<file path="src/rtl/uart_arb_pkg.sv">
// Shared types and width helpers for the UART transmit arbiter.
package uart_arb_pkg;

    // Arbiter frame-ownership states
    typedef enum logic [1:0] {
        StIdle     = 2'd0,
        StLaunch   = 2'd1,
        StWaitDone = 2'd2
    } arb_state_e;

    // Width of a requester index; at least one bit
    function automatic int unsigned id_width(input int unsigned n);
        return (n > 1) ? $clog2(n) : 1;
    endfunction

    // Width of a counter that must reach cyc-1
    function automatic int unsigned cnt_width(input int unsigned cyc);
        return (cyc > 1) ? $clog2(cyc) : 1;
    endfunction

endpackage

</file>
<file path="src/rtl/rr_pick.sv">
// Combinational round-robin select: first set request at or above ptr, wrapping.
module rr_pick
    import uart_arb_pkg::*;
#(
    parameter int unsigned NUM_REQ = 4,
    localparam int unsigned ID_W = id_width(NUM_REQ)
) (
    input  logic [NUM_REQ-1:0] req,
    input  logic [ID_W-1:0]    ptr,
    output logic               any,
    output logic [ID_W-1:0]    winner
);

    logic [ID_W:0]   sum;
    logic [ID_W-1:0] idx;

    // Scan offsets from the far end so the nearest offset to ptr wins last
    always_comb begin
        any    = 1'b0;
        winner = '0;
        sum    = '0;
        idx    = '0;
        for (int k = NUM_REQ - 1; k >= 0; k--) begin
            sum = {1'b0, ptr} + (ID_W + 1)'(k);
            if (sum >= (ID_W + 1)'(NUM_REQ)) begin
                sum = sum - (ID_W + 1)'(NUM_REQ);
            end
            idx = sum[ID_W-1:0];
            if (req[idx]) begin
                any    = 1'b1;
                winner = idx;
            end
        end
    end

endmodule

</file>
<file path="src/rtl/uart_tx_arbiter.sv">
// Round-robin arbiter sharing one UART transmitter among several byte producers.
module uart_tx_arbiter
    import uart_arb_pkg::*;
#(
    parameter int unsigned NUM_REQ     = 4,
    parameter int unsigned DATA_W      = 8,
    parameter int unsigned TIMEOUT_CYC = 262144,
    localparam int unsigned ID_W = id_width(NUM_REQ)
) (
    input  logic                      clk,
    input  logic                      reset,
    input  logic [NUM_REQ-1:0]        req_valid,
    input  logic [NUM_REQ*DATA_W-1:0] req_data,
    output logic [NUM_REQ-1:0]        req_ready,
    output logic                      tx_en,
    output logic [DATA_W-1:0]         tx_data,
    input  logic                      tx_busy,
    input  logic                      tx_done,
    output logic [ID_W-1:0]           grant_id,
    output logic                      active,
    output logic                      timeout_err
);

    localparam int unsigned CNT_W = cnt_width(TIMEOUT_CYC);
    localparam logic [CNT_W-1:0] CNT_LAST = CNT_W'(TIMEOUT_CYC - 1);

    arb_state_e          state_q, state_d;
    logic [ID_W-1:0]     ptr_q, ptr_d;
    logic [ID_W-1:0]     grant_q, grant_d;
    logic [DATA_W-1:0]   data_q, data_d;
    logic [NUM_REQ-1:0]  ready_q, ready_d;
    logic                tx_en_q, tx_en_d;
    logic                active_q, active_d;
    logic                terr_q, terr_d;
    logic [CNT_W-1:0]    cnt_q, cnt_d;

    logic                pick_any;
    logic [ID_W-1:0]     pick_id;

    rr_pick #(
        .NUM_REQ (NUM_REQ)
    ) u_rr_pick (
        .req    (req_valid),
        .ptr    (ptr_q),
        .any    (pick_any),
        .winner (pick_id)
    );

    // Next-state and output decode
    always_comb begin
        state_d  = state_q;
        ptr_d    = ptr_q;
        grant_d  = grant_q;
        data_d   = data_q;
        ready_d  = '0;
        tx_en_d  = tx_en_q;
        active_d = active_q;
        terr_d   = 1'b0;
        cnt_d    = cnt_q;
        unique case (state_q)
            StIdle: begin
                tx_en_d = 1'b0;
                if (pick_any) begin
                    ready_d  = NUM_REQ'(1) << pick_id;
                    data_d   = req_data[pick_id * DATA_W +: DATA_W];
                    grant_d  = pick_id;
                    ptr_d    = (pick_id == ID_W'(NUM_REQ - 1)) ? '0 : pick_id + 1'b1;
                    active_d = 1'b1;
                    cnt_d    = '0;
                    state_d  = StLaunch;
                end
            end
            StLaunch: begin
                if (cnt_q != '1) cnt_d = cnt_q + 1'b1;
                tx_en_d = 1'b1;
                // Busy/done only mean something once tx_en has actually been presented
                if (tx_en_q && tx_done) begin
                    tx_en_d  = 1'b0;
                    active_d = 1'b0;
                    state_d  = StIdle;
                end else if (tx_en_q && tx_busy) begin
                    tx_en_d = 1'b0;
                    state_d = StWaitDone;
                end
            end
            StWaitDone: begin
                if (cnt_q != '1) cnt_d = cnt_q + 1'b1;
                tx_en_d = 1'b0;
                if (tx_done) begin
                    active_d = 1'b0;
                    state_d  = StIdle;
                end
            end
            default: begin
                tx_en_d  = 1'b0;
                active_d = 1'b0;
                state_d  = StIdle;
            end
        endcase
        // Abort a frame that overran its budget; a normal completion wins the tie
        if (state_q != StIdle && state_d != StIdle && cnt_q == CNT_LAST) begin
            terr_d   = 1'b1;
            tx_en_d  = 1'b0;
            active_d = 1'b0;
            state_d  = StIdle;
        end
    end

    // State and output registers
    always_ff @(posedge clk or posedge reset) begin
        if (reset) begin
            state_q  <= StIdle;
            ptr_q    <= '0;
            grant_q  <= '0;
            data_q   <= '0;
            ready_q  <= '0;
            tx_en_q  <= 1'b0;
            active_q <= 1'b0;
            terr_q   <= 1'b0;
            cnt_q    <= '0;
        end else begin
            state_q  <= state_d;
            ptr_q    <= ptr_d;
            grant_q  <= grant_d;
            data_q   <= data_d;
            ready_q  <= ready_d;
            tx_en_q  <= tx_en_d;
            active_q <= active_d;
            terr_q   <= terr_d;
            cnt_q    <= cnt_d;
        end
    end

    assign req_ready   = ready_q;
    assign tx_en       = tx_en_q;
    assign tx_data     = data_q;
    assign grant_id    = grant_q;
    assign active      = active_q;
    assign timeout_err = terr_q;

endmodule
</file>
<file path="config.mk">
export PLATFORM = sky130hd
export DESIGN_NAME = uart_tx_arbiter
export DESIGN_NICKNAME = d
export VERILOG_FILES = /design/src/rtl/uart_arb_pkg.sv /design/src/rtl/rr_pick.sv /design/src/rtl/uart_tx_arbiter.sv
export SDC_FILE = /design/constraint.sdc
export NUM_CORES = 1
export LEC_CHECK = 0
export ABC_AREA = 0
export CAP_MARGIN = 0
export CORE_ASPECT_RATIO = 0.6
export CORE_MARGIN = 3
export CORE_UTILIZATION = 45
export DETAILED_ROUTE_END_ITERATION = 12
export PLACE_DENSITY = 0.75
export RECOVER_POWER = 100
export SKIP_CTS_REPAIR_TIMING = 1
export SYNTH_ARGS = -nofsm -noshare
export SYNTH_HDL_FRONTEND = slang
export SYNTH_SLANG_ARGS = --single-unit
</file>
<file path="constraint.sdc">
create_clock -name clk -period 2.6 [get_ports clk]
set_clock_uncertainty 0.05 [all_clocks]
set_input_delay 0.26 -clock clk [delete_from_list [all_inputs] [get_ports clk]]
set_output_delay 0.26 -clock clk [all_outputs]
set_load 0.02 [all_outputs]
</file>
# After elaboration in Yosys (flattened, before gate mapping)

Index checks and enable logic that the tools add are counted.

Multiplexer cells: 42
$add $sub $neg: 9
Equal/unequal tests: 10
$lt $le $gt $ge: 8
Shift-type cells: 2
Reduce and logical (&&, ||, !) cells: 12

Operators by type and width:

| cell                  | number |
|---|---|
| $mux 18               | 2 |
| $pmux 18 s2           | 1 |
| $shiftx 32x6->8       | 1 |
| $mux 2                | 14 |
| $add 18x1->18 const B | 1 |
| $eq 18x18->1 const B  | 1 |
| $ne 18x18->1 const B  | 1 |
| $mux 1                | 17 |
| $lt 2x3->1 const B    | 4 |
| $ge 3x3->1 const B    | 3 |
| $ne 3x3->1 const B    | 3 |
| $bmux 1 s2            | 4 |
| $mux 4                | 2 |
| $sub 2x1->2 const B   | 4 |
| $add 2x2->3 const B   | 2 |
| $pmux 2 s3            | 1 |
| $reduce_and 3->1      | 2 |
| $reduce_bool 2->1     | 3 |
| $eq 2x2->1 const B    | 2 |
| $logic_and 1x1->1     | 4 |
| $shl 1x2->4 const A   | 1 |
| $add 2x1->3 const B   | 1 |
| $ge 2x3->1 const B    | 1 |
| $pmux 1 s3            | 1 |
| 7 further kinds       | 7 |

Word-level logic and storage cells: 92
Output and inout port bits: 17
Flip-flop bits (word level): 39
Input bits: 40

# Logic depth before layout (Yosys ltp)

Depth in word-level cells: 16
Depth in mapped cells: 8

# By module

From an unflattened synthesis, not the netlist that was laid out.

Cell total of the unflattened synthesis: 218
Area total of the unflattened synthesis: 2288.4 um^2

Modules (own cells, without submodules):

| module          | area an instance (um^2) | sequential area each (um^2) | instances | cells an instance |
|---|---|---|---|---|
| uart_tx_arbiter | 2210.9                  | 975.9                       | 1         | 205 |
| rr_pick         | 77.6                    | 0.0                         | 1         | 13 |

# Worst setup path after synthesis

Ideal clock, no wire load.

Kind: flip-flop to flip-flop
From: register state_q[0]
To: register cnt_q[11]
Stages on the path, launching flop included: 8
Required time: 2.418 ns
Period minus slack after synthesis: 1.929 ns
Slack: 0.671 ns
Arrival time: 1.747 ns
Path through: dfrtp_1 > inv_1 > ha_1 > clkbuf_1 > and2_1 > nor3_1 > clkbuf_1 > nor2_1

Cells in the longest elaborated chain, start to end: 4
Elaborated cells between the ends (all ways): 9
Those cells by class: 4 x eq/ne; 1 x mux; 4 x reduce/logical

Ends and longest elaborated chain:

| what                                                             | line                   | RTL |
|---|---|---|
| start, declared                                                  | uart_tx_arbiter.sv:27  | `arb_state_e state_q, state_d;` |
| start signal, assigned                                           | uart_tx_arbiter.sv:112 | `state_q <= StIdle;` |
| start signal, assigned                                           | uart_tx_arbiter.sv:122 | `state_q <= state_d;` |
| $eq 2x2->1 or $eq 2x1->1 (tied branches)                         | uart_tx_arbiter.sv:60  | `unique case (state_q)` |
| $reduce_or 2->1 (no source line)                                 | --                     |  |
| $ne 2x1->1 (no source line) or $reduce_bool 2->1 (tied branches) | --                     |  |
| $reduce_and 3->1 (no source line)                                | --                     |  |
| end signal, assigned                                             | uart_tx_arbiter.sv:130 | `cnt_q <= cnt_d;` |
| end, declared                                                    | uart_tx_arbiter.sv:35  | `logic [CNT_W-1:0] cnt_q, cnt_d;` |

Several ways; a longest one is shown, not always the timed one.
A chain may end at the register's enable or synchronous reset.

# Final worst setup path

From: input req_valid[2]
To: register data_q[2], in the netlist tx_data[2]

Cells in the longest elaborated chain, start to end: 7
Elaborated cells between the ends (all ways): 18
Those cells by class: 1 x shift; 16 x mux; 1 x reduce/logical

Ends and longest elaborated chain:

| what                                                | line                   | RTL |
|---|---|---|
| start, declared                                     | uart_tx_arbiter.sv:12  | `input logic [NUM_REQ-1:0] req_valid,` |
| $bmux 1 s2                                          | rr_pick.sv:29          | `if (req[idx]) begin` |
| $mux 1 (not written as such)                        | rr_pick.sv:29          |  |
| $mux 2 or $mux 1 (tied branches) (4 in series)      | rr_pick.sv:29          |  |
| $shiftx 32x6->8 or $reduce_and 2->1 (tied branches) | --                     |  |
| end signal, assigned                                | uart_tx_arbiter.sv:125 | `data_q <= data_d;` |
| end, declared                                       | uart_tx_arbiter.sv:30  | `logic [DATA_W-1:0] data_q, data_d;` |

Several ways; a longest one is shown, not always the timed one. The select of a mux whose other input is x is not followed.

==> flow_summary.yaml <==
outcome:
  status: "completed"
detailed_routing:
  final_antenna_net_count: 0
  via_count: 1990
  wl_per_cell_um: 15.7
  drt_wl_total_mm: 5.71
  drc: 0
  vias_per_cell: 5.47
  drt_iter0_markers: 170
  drtPass1Iterations: 4
cells_and_area:
  fin_util_pct: 64.1
  layout-drive-gt1-share_pct: 8.31
  diodes: 0
  fill_cells: 401
  final-instance-count-excl-fill: 364
  fin_nets: 350
  area_growth_pct: 31.9
  multi_input_area_um2: 1240
  regArea_um2: 976
place:
  dp_slack_ps: 233
  gp_congestion: 0.821
  place_inst: 357
  portBuffers: 56
  dp_hpwl_mm: 4.44
critical_path:
  cp_max_fo: 8
  cp-startpoint: "req_valid[2]"
  worstSetupEndpointType: "flip-flop"
  slowest_delay_ps: 670
  cp_cell_sequence: "clkdlybuf4s50_1, nor4_2, nand2b_1, a21oi_1, a21boi_0, a221o_1"
  r2r-start: "state_q[0]"
  crit_type: "primary input to flip-flop"
  start_kind: "primary input"
  worstPathArrival_ps: 2290
  critPathCapture: "tx_data[2]"
  crit_required_ps: 2730
  reg2regPathDepth: 6
  cp_slowest_cell: "nor4_2"
  rr_endpoint: "tx_data[2]"
  r2r_slack_ps: 440
cts:
  clkTransAtPathRegs_ps: 70
  insertion_delay_ps: 290
  clockBufferDepth: 2
  numClockSinks: 39
  numCtsBuffers: 5
  cts_tree: "yes"
  htreeDepth: 2
  root_buffer: "clkbuf_8"
worst_hold_path:
  min_path_type: "flip-flop to flip-flop"
sta:
  worstMarginPinSlew_ps: 961
  tns_ps: 0
  fmax_mhz: 463
  rsz0062_at_grt: "no"
  period_minus_slack_ps: 2160
  fin_ws_ps: 439
  period_share_pct: 83.1
  maxSlewViolCount: 0
  hold_viol_final: 0
  slew_headroom_pct: 35.9
  setup_viol: 0
power:
  vdd_drop_max_uv: 514
  p_leak_uw: 0.00136
  power_density_nw_per_um2: 862
  finalPower_uw: 2620
grt:
  grt_pass1_wl_mm: 8.97
  grt_util_all_layers_pct: 19.1
  grt_max_degree: 40
  overflow: 0
  grt_antenna_before_repair: 0
  grt_pass1_vias: 1780
yosys:
  synth.yosys.seq_area_share_pct: 42.3
  synthCells: 236
  synth_top_area_share_pct: 42.3
  yosys_warnings: 0
  synth.avg_cell_area_um2: 9.78
  netlist_area_um2: 2310
  yosysTopAreaCell: "dfrtp_1"
  synthDistinctLibCells: 43
  ys_async_sr_fraction_pct: 100
  ys_seq_elements: 39
  ys.flop_type: "dfrtp_1"
  syn_nets: 285
  synth_edf_count: 0
  yosys-top-cells-area: "dfrtp_1 42%, xor2_1 5.7%, ha_1 4.9%"
floorplanning:
  fp-row-count: 19
  io_pins: 57
  die_y_um: 61.5
  core-area_um2: 4750
  die_x_um: 98.5
  start_util_pct: 48.6
  die_area_um2: 6050
run:
  maxCapViolCount: 0
==> metal layers <==
metal  vias to the layer above  track usage (%)  share of wire, %
li1                        983                -                 -
met1                       938             29.9                52
met2                        61             25.5                40
met3                         8             4.86               6.6
met4                         0             6.03               1.1
met5                         -                0                 0
==> power by group <==
| group | switching, µW | internal [µW] |
|---|---|---|
| logic | 748 | 579 |
| registers | 114 | 769 |
| clock network | 205 | 208 |
| total | 1070 | 1560 |
==> Yosys cell counts (2+ instances only) <==
master	instances
nor2b_1	5
o21ai_0	14
nand4b_1	2
mux2_4	4
nor2_1	26
nand3_1	14
a221o_1	5
a21boi_0	5
and3_1	13
dfrtp_1	39
nand2_1	12
nand2b_1	3
a21oi_1	4
nand4_1	10
o211ai_1	4
xor2_1	15
inv_1	9
nor3_1	2
and2_1	5
a211oi_1	4
o22ai_1	2
mux2i_1	5
a2111oi_2	2
ha_1	9
buf_2	2
clkbuf_1	4
==> worst max-delay path, delay by kind of cell <==
family	cells	cell delay, ps
AND/OR/NAND/NOR	2	900
AO/OA/AOI/OAI	3	640
buffers and inverters	1	480
==> worst min-delay path by stage <==
| stage | startpoint | to | slack, ps | cells past startpoint |
|---|---|---|---|---|
| CTS | reset | req_ready[1] | 360 | 3 |
| detailed placement | grant_id[1] | grant_id[1] | 420 | 1 |
| floorplan | reset | active | 420 | 1 |
| finish | grant_id[1] | grant_id[1] | 430 | 1 |
| global placement | grant_id[1] | grant_id[1] | 410 | 1 |
| global route | grant_id[1] | grant_id[1] | 460 | 1 |
==> cells in the final DEF (no fill, tap or decap), drive strengths merged, types with 2 or more instances in the layout <==
| cell type | instances |
|---|---|
| dfrtp | 39 |
| clkdlybuf4s50 | 38 |
| nor2 | 26 |
| dlygate4sd3 | 18 |
| xor2 | 15 |
| nand3 | 14 |
| o21ai | 14 |
| and3 | 13 |
| nand2 | 13 |
| nand4 | 10 |
| inv | 10 |
| ha | 9 |
| clkbuf | 8 |
| buf | 7 |
| nor2b | 5 |
| mux2i | 5 |
| a21boi | 5 |
| a221o | 5 |
| and2 | 5 |
| mux2 | 4 |
| a21oi | 4 |
| a211oi | 4 |
| o211ai | 4 |
| nand2b | 3 |
| o22ai | 2 |
| nor3 | 2 |
| nand4b | 2 |
| a2111oi | 2 |
==> through the flow <==
step	hold WS [ps]	cell area [µm²]
floorplan	415	2310
global placement	415	2980
detailed placement	425	2980
CTS	356	3070
global route	460	3050
finish	429	3050
==> state kept, by name, summed over array words and instances, names as in the netlist <==
| register | flops |
|---|---|
| active | 1 |
| cnt_q | 18 |
| grant_id | 2 |
| ptr_q | 2 |
| req_ready | 4 |
| state_q | 2 |
| timeout_err | 1 |
| tx_data | 8 |
| tx_en | 1 |
==> cell type report <==
type | count | area share [%]
multi-input combinational | 180 | 40.6
inverter | 10 | 1.48
sequential | 39 | 32.0
timing repair buffer | 65 | 20.4
clock buffer | 6 | 2.71
clock inverter | 1 | 0.164
tap | 63 | 2.59
==> cells by family (layout without fill, tap and decap cells) <==
| logic type | after synthesis | after routing | synth area share, % |
|---|---|---|---|
| AOI/OAI and AO/OA | 49 | 49 | 15.4 |
| xor gates and xnor gates | 16 | 16 | 6.07 |
| buffers and inverters | 17 | 82 | 3.52 |
| muxes | 9 | 9 | 4.77 |
| DFF | 39 | 39 | 42.3 |
| adders and majority gates | 9 | 9 | 4.88 |
| and+or+nand+nor | 97 | 97 | 23.0 |
No activity file was read; power rests on OpenSTA's default activity.
